<file path="src/rtl/key_cond_pkg.sv">
// key_cond_pkg: shared constants, channel state encoding and time conversion for key_conditioner
package key_cond_pkg;
  localparam int CLK_HZ = 50_000_000;
  typedef enum logic [1:0] {REL, HOLD, RPT} chan_state_e;
  function automatic int ms_to_cycles(input int ms);
    return CLK_HZ / 1000 * ms;
  endfunction
endpackage

</file>
<file path="src/rtl/key_channel.sv">
// key_channel: synchronise, debounce and generate press/release/repeat pulses for one key
module key_channel
  import key_cond_pkg::*;
#(
  parameter int DEBOUNCE_CYCLES = 1_000_000,
  parameter int REPEAT_DELAY    = 25_000_000,
  parameter int REPEAT_PERIOD   = 5_000_000,
  parameter bit REPEAT_EN       = 1'b0
) (
  input  logic clk_i,
  input  logic rst_i,
  input  logic key_n_i,
  output logic level_o,
  output logic press_o,
  output logic release_o,
  output logic repeat_o
);
  localparam int DW = $clog2(DEBOUNCE_CYCLES);
  localparam int HW = $clog2(REPEAT_DELAY > REPEAT_PERIOD ? REPEAT_DELAY : REPEAT_PERIOD);
  localparam logic [DW-1:0] D_LAST = DW'(DEBOUNCE_CYCLES - 1);
  localparam logic [HW-1:0] RD_LAST = HW'(REPEAT_DELAY - 1);
  localparam logic [HW-1:0] RP_LAST = HW'(REPEAT_PERIOD - 1);
  logic [1:0] sync_q;
  logic s, accept;
  logic [DW-1:0] dcnt_q, dcnt_d;
  logic [HW-1:0] hcnt_q, hcnt_d;
  logic level_q, level_d, press_q, press_d, release_q, release_d, repeat_q, repeat_d;
  chan_state_e state_q, state_d;
  assign s = ~sync_q[1];
  always_ff @(posedge clk_i) begin
    if (rst_i) begin
      sync_q    <= 2'b11;
      dcnt_q    <= '0;
      hcnt_q    <= '0;
      state_q   <= REL;
      level_q   <= 1'b0;
      press_q   <= 1'b0;
      release_q <= 1'b0;
      repeat_q  <= 1'b0;
    end else begin
      sync_q    <= {sync_q[0], key_n_i};
      dcnt_q    <= dcnt_d;
      hcnt_q    <= hcnt_d;
      state_q   <= state_d;
      level_q   <= level_d;
      press_q   <= press_d;
      release_q <= release_d;
      repeat_q  <= repeat_d;
    end
  end
  always_comb begin
    accept    = (s != level_q) && (dcnt_q == D_LAST);
    dcnt_d    = (s == level_q || accept) ? '0 : dcnt_q + 1'b1;
    level_d   = accept ? s : level_q;
    press_d   = accept && s;
    release_d = accept && !s;
    state_d   = state_q;
    hcnt_d    = hcnt_q;
    repeat_d  = 1'b0;
    // a release always wins over a repeat that falls due on the same edge
    if (release_d) begin
      state_d = REL;
      hcnt_d  = '0;
    end else if (state_q == REL) begin
      if (press_d) begin
        state_d = HOLD;
        hcnt_d  = '0;
      end
    end else if (state_q == HOLD) begin
      if (hcnt_q != RD_LAST) hcnt_d = hcnt_q + 1'b1;
      else if (REPEAT_EN) begin
        repeat_d = 1'b1;
        state_d  = RPT;
        hcnt_d   = '0;
      end
    end else begin
      repeat_d = hcnt_q == RP_LAST;
      hcnt_d   = repeat_d ? '0 : hcnt_q + 1'b1;
    end
  end
  assign level_o   = level_q;
  assign press_o   = press_q;
  assign release_o = release_q;
  assign repeat_o  = repeat_q;
endmodule

</file>
<file path="src/rtl/key_conditioner.sv">
// key_conditioner: turns raw active-low KEY buttons into debounced levels and single-cycle event strobes
module key_conditioner
  import key_cond_pkg::*;
#(
  parameter int               N_KEYS          = 4,
  parameter int               DEBOUNCE_CYCLES = ms_to_cycles(20),
  parameter int               REPEAT_DELAY    = ms_to_cycles(500),
  parameter int               REPEAT_PERIOD   = ms_to_cycles(100),
  parameter logic [N_KEYS-1:0] REPEAT_EN      = N_KEYS'(4'b0110)
) (
  input  logic              CLOCK_50_i,
  input  logic              RESET_i,
  input  logic [N_KEYS-1:0] KEY_i,
  output logic [N_KEYS-1:0] level_o,
  output logic [N_KEYS-1:0] press_o,
  output logic [N_KEYS-1:0] release_o,
  output logic [N_KEYS-1:0] repeat_o,
  output logic [N_KEYS-1:0] strobe_o
);
  for (genvar i = 0; i < N_KEYS; i++) begin : g_ch
    key_channel #(
      .DEBOUNCE_CYCLES(DEBOUNCE_CYCLES),
      .REPEAT_DELAY   (REPEAT_DELAY),
      .REPEAT_PERIOD  (REPEAT_PERIOD),
      .REPEAT_EN      (REPEAT_EN[i])
    ) u_ch (
      .clk_i    (CLOCK_50_i),
      .rst_i    (RESET_i),
      .key_n_i  (KEY_i[i]),
      .level_o  (level_o[i]),
      .press_o  (press_o[i]),
      .release_o(release_o[i]),
      .repeat_o (repeat_o[i])
    );
  end
  assign strobe_o = press_o | repeat_o;
endmodule
</file>
<file path="config.mk">
export PLATFORM = sky130hd
export DESIGN_NAME = key_conditioner
export DESIGN_NICKNAME = d
export VERILOG_FILES = /design/src/rtl/key_cond_pkg.sv /design/src/rtl/key_channel.sv /design/src/rtl/key_conditioner.sv
export SDC_FILE = /design/constraint.sdc
export NUM_CORES = 1
export LEC_CHECK = 0
export ABC_AREA = 1
export BUFFER_PORTS_ARGS = -buffer_cell sky130_fd_sc_hd__buf_2
export CAP_MARGIN = 20
export CORE_MARGIN = 10
export CORE_UTILIZATION = 50
export CTS_CLUSTER_SIZE = 25
export DETAILED_ROUTE_END_ITERATION = 8
export MAX_ROUTING_LAYER = met4
export PLACE_DENSITY = 0.71
export SETUP_SLACK_MARGIN = 0.3
export SLEW_MARGIN = 20
export SYNTH_ARGS = -nofsm -noshare
export SYNTH_HDL_FRONTEND = slang
export SYNTH_SLANG_ARGS = --single-unit
</file>
<file path="constraint.sdc">
create_clock -name CLOCK_50_i -period 1.75 [get_ports CLOCK_50_i]
set_input_delay 0.175 -clock CLOCK_50_i [delete_from_list [all_inputs] [get_ports CLOCK_50_i]]
set_output_delay 0.175 -clock CLOCK_50_i [all_outputs]
set_load 0.1 [all_outputs]
</file>
==> results of run 1 <==
## cell type report
class | count | area, um^2
clock buffers | 20 | 468
clock inverters | 11 | 134
fillers | 1243 | 4980
inverters | 141 | 537
multi-input cells | 881 | 5600
flip-flops and latches | 156 | 3260
well taps | 220 | 275
repair buffers | 132 | 1330
## cell families after synthesis
| family | Yosys count | synth area share, % |
|---|---|---|
| other | 1 | 0.0442 |
| AOI/OAI and AO/OA | 114 | 7.23 |
| and+or+nand+nor | 714 | 40.5 |
| DFF | 156 | 36.8 |
| buffers and inverters | 191 | 10.4 |
| xor gates and xnor gates | 40 | 4.13 |
| adders and majority gates | 6 | 0.885 |
## power breakdown
| group | internal [W] | switching (W) |
|---|---|---|
| Sequential | 0.00354 | 0.00000892 |
| Clock | 0.00223 | 0.00154 |
| Combinational | 0.0000863 | 0.000122 |
## worst register-to-register path, delay by kind of cell, from the launching register on
kind | cells | cell delay [ns]
and+or+nand+nor | 6 | 0.67
buffers and inverters | 1 | 0.24
adders and majority gates | 1 | 0.15
AOI/OAI and AO/OA | 1 | 0.05
DFF | 1 | 0.37
## cell usage after synthesis (2+ instances only)
master    number
a21oi_1       87
a31oi_1        3
buf_1          2
buf_2         11
buf_4         20
buf_6         10
clkbuf_1       6
clkinv_1       2
dfxtp_1      156
ha_1           6
inv_1        135
inv_2          4
nand2_1      241
nand2_2        7
nand2_4        5
nand3_1      142
nand3_2        4
nand3_4        2
nand3b_1      11
nand4_1       47
nor2_1       163
nor2_2        14
nor2_4         9
nor3_1        26
nor3_2         6
nor3_4         2
nor3b_1        7
o211ai_1       3
o21a_1         3
o21ai_0       11
o21bai_1       2
or2_0          5
or2_2         19
xnor2_1       10
xor2_1        30
## metal layers
metal / share of wire [%] / up-vias / routed length [um] / GRT usage (%)
met5: 0 / - / 0 / -
met4: 2.0 / 0 / 466 / 6.80
met3: 6.0 / 50 / 1440 / 3.30
met2: 50 / 295 / 11800 / 29.8
met1: 42 / 4003 / 10100 / 23.2
li1: - / 4204 / - / -
## repair_timing
| item | CTS | global route |
|---|---|---|
| gates resized for setup | 117 | 255 |
| pin swaps | 29 | 78 |
| setup buffers | 26 | 29 |
| endpoints found under the hold margin | 4 | 0 |
| hold buffers | 4 | 0 |
| setup endpoints to repair | 146 | 145 |
| cloned | 5 | 13 |
## state kept, by name, indices dropped and copies added, names as in the netlist
signal               count
g_ch.u_ch.repeat_o       2
g_ch.u_ch.level_o        4
g_ch.u_ch.sync_q         8
g_ch.u_ch.state_q        4
g_ch.u_ch.hcnt_q        50
g_ch.u_ch.press_o        4
g_ch.u_ch.release_o      4
g_ch.u_ch.dcnt_q        80
## metrics by stage
step	hold slack (ns)	total power, W
6_report	0.112	0.00752
4_1_cts	0.103	0.00753
2_1_floorplan	0.279	0.00374
3_3_place_gp	0.359	0.00377
5_1_grt	0.118	0.00772
3_5_place_dp	0.360	0.00377
## worst min path at each step
stage | cells past startpoint | startpoint | to | slack, ns
floorplan | 1 | KEY_i[0] | g_ch[0].u_ch.sync_q[0] | 0.28
global placement | 2 | KEY_i[3] | g_ch[3].u_ch.sync_q[0] | 0.36
detailed placement | 2 | KEY_i[3] | g_ch[3].u_ch.sync_q[0] | 0.36
CTS | 2 | RESET_i | g_ch[0].u_ch.sync_q[0] | 0.10
global route | 2 | RESET_i | g_ch[0].u_ch.sync_q[1] | 0.12
finish | 2 | RESET_i | g_ch[0].u_ch.sync_q[0] | 0.11
==> impl_results.md, run 1 <==
* Status: completed
* CP Buf/Inv Count at 1
* DR DRC count at 0
* Final setup margin at 0.168 ns
* Reg clk slew, reported paths at 0.07 ns
* WL final at 23.8 mm
* Crit-path max FO at 6
* Dpl ws at 0.124 ns
* RR Startpoint: g_ch[2].u_ch.dcnt_q[0]
* Post-Place Cells at 1453
* Post-DRT Antenna Nets at 0
* Max Root-Sink Buffers at 2
* Tcrit/Tclk final at 90.4%
* Share of layout cells above drive strength 1 at 38.7%
* Most common cell on crit path: nor2_4
* Area delta synth->final at 36.7%
* Req. time, crit path at 2.07 ns
* Starting DRT DRC Count at 742
* Critical Path Start Type: register
* CP Cell Sequence: ha_4 -> nand2_4 -> nor2_4 -> nand2_2 -> nor2_4 -> nand3_4 -> clkbuf_16 -> nand3_2 -> a21oi_2
* FF-to-FF End: g_ch[2].u_ch.hcnt_q[4]
* DR pass1 iterations at 7
* First-pass GRT wire length at 34.4 mm
* Hold Fails Final Rpt at 0
* Total CTS buffers at 17
* Ys Warns at 0
* RSZ-0062 raised after global routing: yes
* CTS Sinks at 156
* Skew-Pair Late Insertion Delay at 0.43 ns
* Setup crit end kind: register
* CTS tree: built
* Endpoint of the worst setup timing path: g_ch[2].u_ch.hcnt_q[4]
* Syn Inst Count at 1222
* WP depth at 9
* Initial Util at 51.2%
* Commonest non-fill, non-tap cell in the layout: nand2_1
* Vert. Die Dim at 150 um
* Final setup viols at 0
* Die area at 22600 um^2
* Finished Core Util at 69.9%
* Ys async rst share at 0%
* Post-synthesis cell type count at 46
* Max stage delay on crit path at 0.37 ns
* Post-synth EDFFs at 0
* Fin Setup TNS at 0 ns
* DR WL/cell at 15.2 um
* Worst min path class: input port to register
* I/O pin count at 26
* Cells on worst reg2reg path at 9
* Synth Register Bits at 156
* Mapped Area at 8490 um^2
* Crit path launch: g_ch[2].u_ch.dcnt_q[0]
* Fmax at 632 MHz
* Via density at 5.48
* Critical path class: register to register
* Worst path top cell family by delay: simple AND/OR/NAND/NOR gates
* Htree depth at 4
* Vias at 8552
* GPL Wtd Cong at 0.946
* Final Skew at 0.0115 ns
* Area leader, netlist: dfxtp_1
* Top cells by area, synth: dfxtp_1, nand2_1, nand3_1
* Most frequent cells in the layout: nand2_1, inv_1, nor2_1, nand3_1, dfxtp_1
* Port Buf Inserts at 23
* Final Net Count at 1341
* Mean Syn Cell Area at 6.94 um^2
* Top cell type's share of synthesized area at 36.8%
* Die X at 150 um
* Tmin final at 1.58 ns
* Largest net degree at the start of global routing at 26
* Worst path arrival time at 1.90 ns
* Most used flip-flop cell after synthesis: dfxtp_1
* Initial antenna violation count at 0
* P per Cell Area at 648 nW/um^2
* Worst reg2reg setup slack at 0.17 ns
* Tot GR Track Use at 18.7%
* Placed Area at 8950 um^2
* Post-route cell area at 11600 um^2
* Congestion Overflow GR at 0
* Slowest CP cell: dfxtp_4
* Dpl hpwl at 13.3 mm
* Max VDD drop at 1.04 mV
* Register area share after synthesis at 36.8%
* # rows at 47
* Core footprint at 16600 um^2
* Post-Layout Cell Count at 1561
* CTS Root Cell: clkbuf_16
* Final Max Slew Viols at 0
* Leak Pwr at 4.28 nW
* Vias in the first global route at 7416
* ANT cells at 0
* Max_cap viols at 0
(Power assumes the default switching activity.)
==> run 2, diff against run 1 <==
- REMOVE_ABC_BUFFERS: unset -> 1
==> impl_results.md, run 2 (same netlist as run 1, synthesis figures left out) <==
* Dpl hpwl at 13.4 mm (+0.59%)
* Final Max Slew Viols at 0 (unchanged)
* Post-DRT Antenna Nets at 0 (unchanged)
* Final Net Count at 1376 (+2.6%)
* Core footprint at 16600 um^2 (unchanged)
* RSZ-0062 raised after global routing: yes
* CTS Sinks at 156 (unchanged)
* Setup crit end kind: register
* Max_cap viols at 0 (unchanged)
* P per Cell Area at 633 nW/um^2 (-2.4%)
* Met1 Usage GRT at 24.5% (+1.3 points)
* CP Cell Sequence: ha_4 -> nand3_1 -> inv_2 -> nand2_1 -> nor2_1 -> xor2_1 -> nand3_1 -> a21oi_2
* Reg with most FFs: g_ch.u_ch.dcnt_q
* Req. time, crit path at 2.13 ns (+0.06 ns)
* Largest net degree at the start of global routing at 26 (unchanged)
* Psw at 0.00183 W (+10%)
* Placed Area at 8900 um^2 (-0.55%)
* DR DRC count at 0 (unchanged)
* Overall Power at 0.00768 W (+2.1%)
* DR pass1 iterations at 8 (+1)
* Max reg flops at 80 (unchanged)
* Worst path arrival time at 2.04 ns (+0.14 ns)
* Reg power frac at 46.3% (-0.8 points)
* Met3 usage at 3.99% (+0.69 points)
* Area delta synth->final at 43.0%
* Vias in the first global route at 8332 (+12%)
* Max stage delay on crit path at 0.36 ns (about the same)
* Most common cell on crit path: nand3_1
* Die area at 22600 um^2 (unchanged)
* Post-Layout Cell Count at 1597 (+2.3%)
* Vert. Die Dim at 150 um (unchanged)
* Crit-path max FO at 4 (-2)
* # rows at 47 (unchanged)
* Post-route cell area at 12100 um^2 (+4.6%)
* CTS tree: built
* CP Buf/Inv Count at 1 (unchanged)
* Combinational power share at 3.6% (+0.8 points)
* CTS Root Cell: clkbuf_16
* Final Skew at 0.0106 ns (-0.000919 ns)
* Post-Place Cells at 1456 (+0.21%)
* Final setup viols at 0 (unchanged)
* Top flop regs: g_ch.u_ch.dcnt_q x80, g_ch.u_ch.hcnt_q x50, g_ch.u_ch.sync_q x8
* Skew-Pair Late Insertion Delay at 0.45 ns (+0.02 ns)
* Port Buf Inserts at 23 (unchanged)
* Worst min path class: input port to register
* Reg clk slew, reported paths at 0.07 ns (about the same)
* Via density at 5.57 (+1.7%)
* GRT met2 Usage at 35.8% (+6.0 points)
* Share of layout cells above drive strength 1 at 41.9% (+3.2 points)
* Critical path class: register to register
* Max Root-Sink Buffers at 2 (unchanged)
* Final setup margin at 0.0905 ns (-0.0771 ns)
* Most frequent cells in the layout: nand2_1, inv_1, nor2_1, nand3_1, buf_4
* Worst path top cell family by delay: simple AND/OR/NAND/NOR gates
* Initial antenna violation count at 0 (unchanged)
* Total CTS buffers at 17 (unchanged)
* Worst hold slack at 0.116 ns (+0.00394 ns)
* ANT cells at 0 (unchanged)
* Dpl ws at 0.0694 ns (-0.0545 ns)
* Fmax at 603 MHz (-4.6%)
* WL final at 27.1 mm (+14%)
* First-pass GRT wire length at 39.1 mm (+14%)
* Leak Pwr at 4.54 nW (+6.0%)
* Die X at 150 um (unchanged)
* Tot GR Track Use at 21.7% (+3.0 points)
* Critical Path Start Type: register
* Max VDD drop at 0.758 mV (-27%)
* Tcrit/Tclk final at 94.8% (+4.4 points)
* GPL Wtd Cong at 0.919 (-2.8%)
* Tmin final at 1.66 ns (+0.0771 ns)
* Status: completed
* Commonest non-fill, non-tap cell in the layout: nand2_1
* Initial Util at 51.2% (unchanged)
* Busiest grt layer: met2
* Congestion Overflow GR at 0 (unchanged)
* I/O pin count at 26 (unchanged)
* Vias at 8895 (+4.0%)
* Htree depth at 4 (unchanged)
* Clock power share at 50.1% (about the same)
* Starting DRT DRC Count at 685 (-7.7%)
* Slowest CP cell: dfxtp_2
* Sw Share at 23.9% (+1.7 points)
* Internal power at 0.00585 W (-0.17%)
* DR WL/cell at 17.0 um (+12%)
* Hold Fails Final Rpt at 0 (unchanged)
[run 2: cell types whose count changed in the layout (fill, tap and decap cells not counted), moves of 10 or more]
cell and delta:
buf_4 +11, buf_6 +16, nand3_1 -10, nand3_2 +13, a21oi_2 +14, a21oi_1 -15
[run 2: through the flow]
| stage | setup TNS (ns) | util [%] |
|---|---|---|
| after detailed placement | 0 | 53.7 |
| final | 0 | 73.2 |
| after global routing | 0 | 73.2 |
| after floorplan | -12.41 | - |
| after global placement | 0 | 53.7 |
| after CTS | 0 | 66.1 |
[run 2: final timing paths]
check,slack (ns),endpoint,cells after the start,from
worst max-delay path,0.09,g_ch[1].u_ch.hcnt_q[16],8,g_ch[1].u_ch.hcnt_q[0]
worst min-delay path,0.12,g_ch[0].u_ch.press_o,2,RESET_i
worst max register to register,0.09,g_ch[1].u_ch.hcnt_q[16],8,g_ch[1].u_ch.hcnt_q[0]
worst min register to register,0.41,g_ch[2].u_ch.sync_q[1],1,g_ch[2].u_ch.sync_q[0]
[run 2: final cells by class]
type,instances,area (um^2)
inverters,141,539
clock buffers,18,439
repair buffers,165,1740
flip-flops and latches,156,3240
clock inverters,14,160
fillers,1143,4450
well taps,220,275
multi-input cells,883,5740
[run 2: worst reg2reg max path: stages (launching register included)]
cell     delay [ns]
dfxtp_2        0.36
ha_4           0.15
nand3_1        0.16
inv_2          0.13
nand2_1        0.13
nor2_1         0.20
xor2_1         0.21
nand3_1        0.12
a21oi_2        0.14
[run 2: power groups by stage]
stage          Sequential, W  Clock [W]  Combinational [W]
3_3_place_gp         0.00365          0           0.000120
6_report             0.00355    0.00385           0.000277
3_5_place_dp         0.00365          0           0.000122
2_1_floorplan        0.00365          0          0.0000663
4_1_cts              0.00356    0.00384           0.000227
5_1_grt              0.00355    0.00400           0.000286
[run 2: timing repair]
| action | CTS | global route |
|---|---|---|
| pin swaps | 58 | 70 |
| setup buffers | 51 | 32 |
| gates cloned | 15 | 7 |
| hold buffers | 4 | 0 |
| endpoints found under the setup margin | 144 | 150 |
| resized for setup | 190 | 235 |
| hold endpoints to repair | 4 | 0 |
[run 2: routing by layer]
metal	wire, um	part of all wire, %
met1	10800	40
met2	13900	51
met3	1490	5.5
met4	949	3.5
met5	0	0
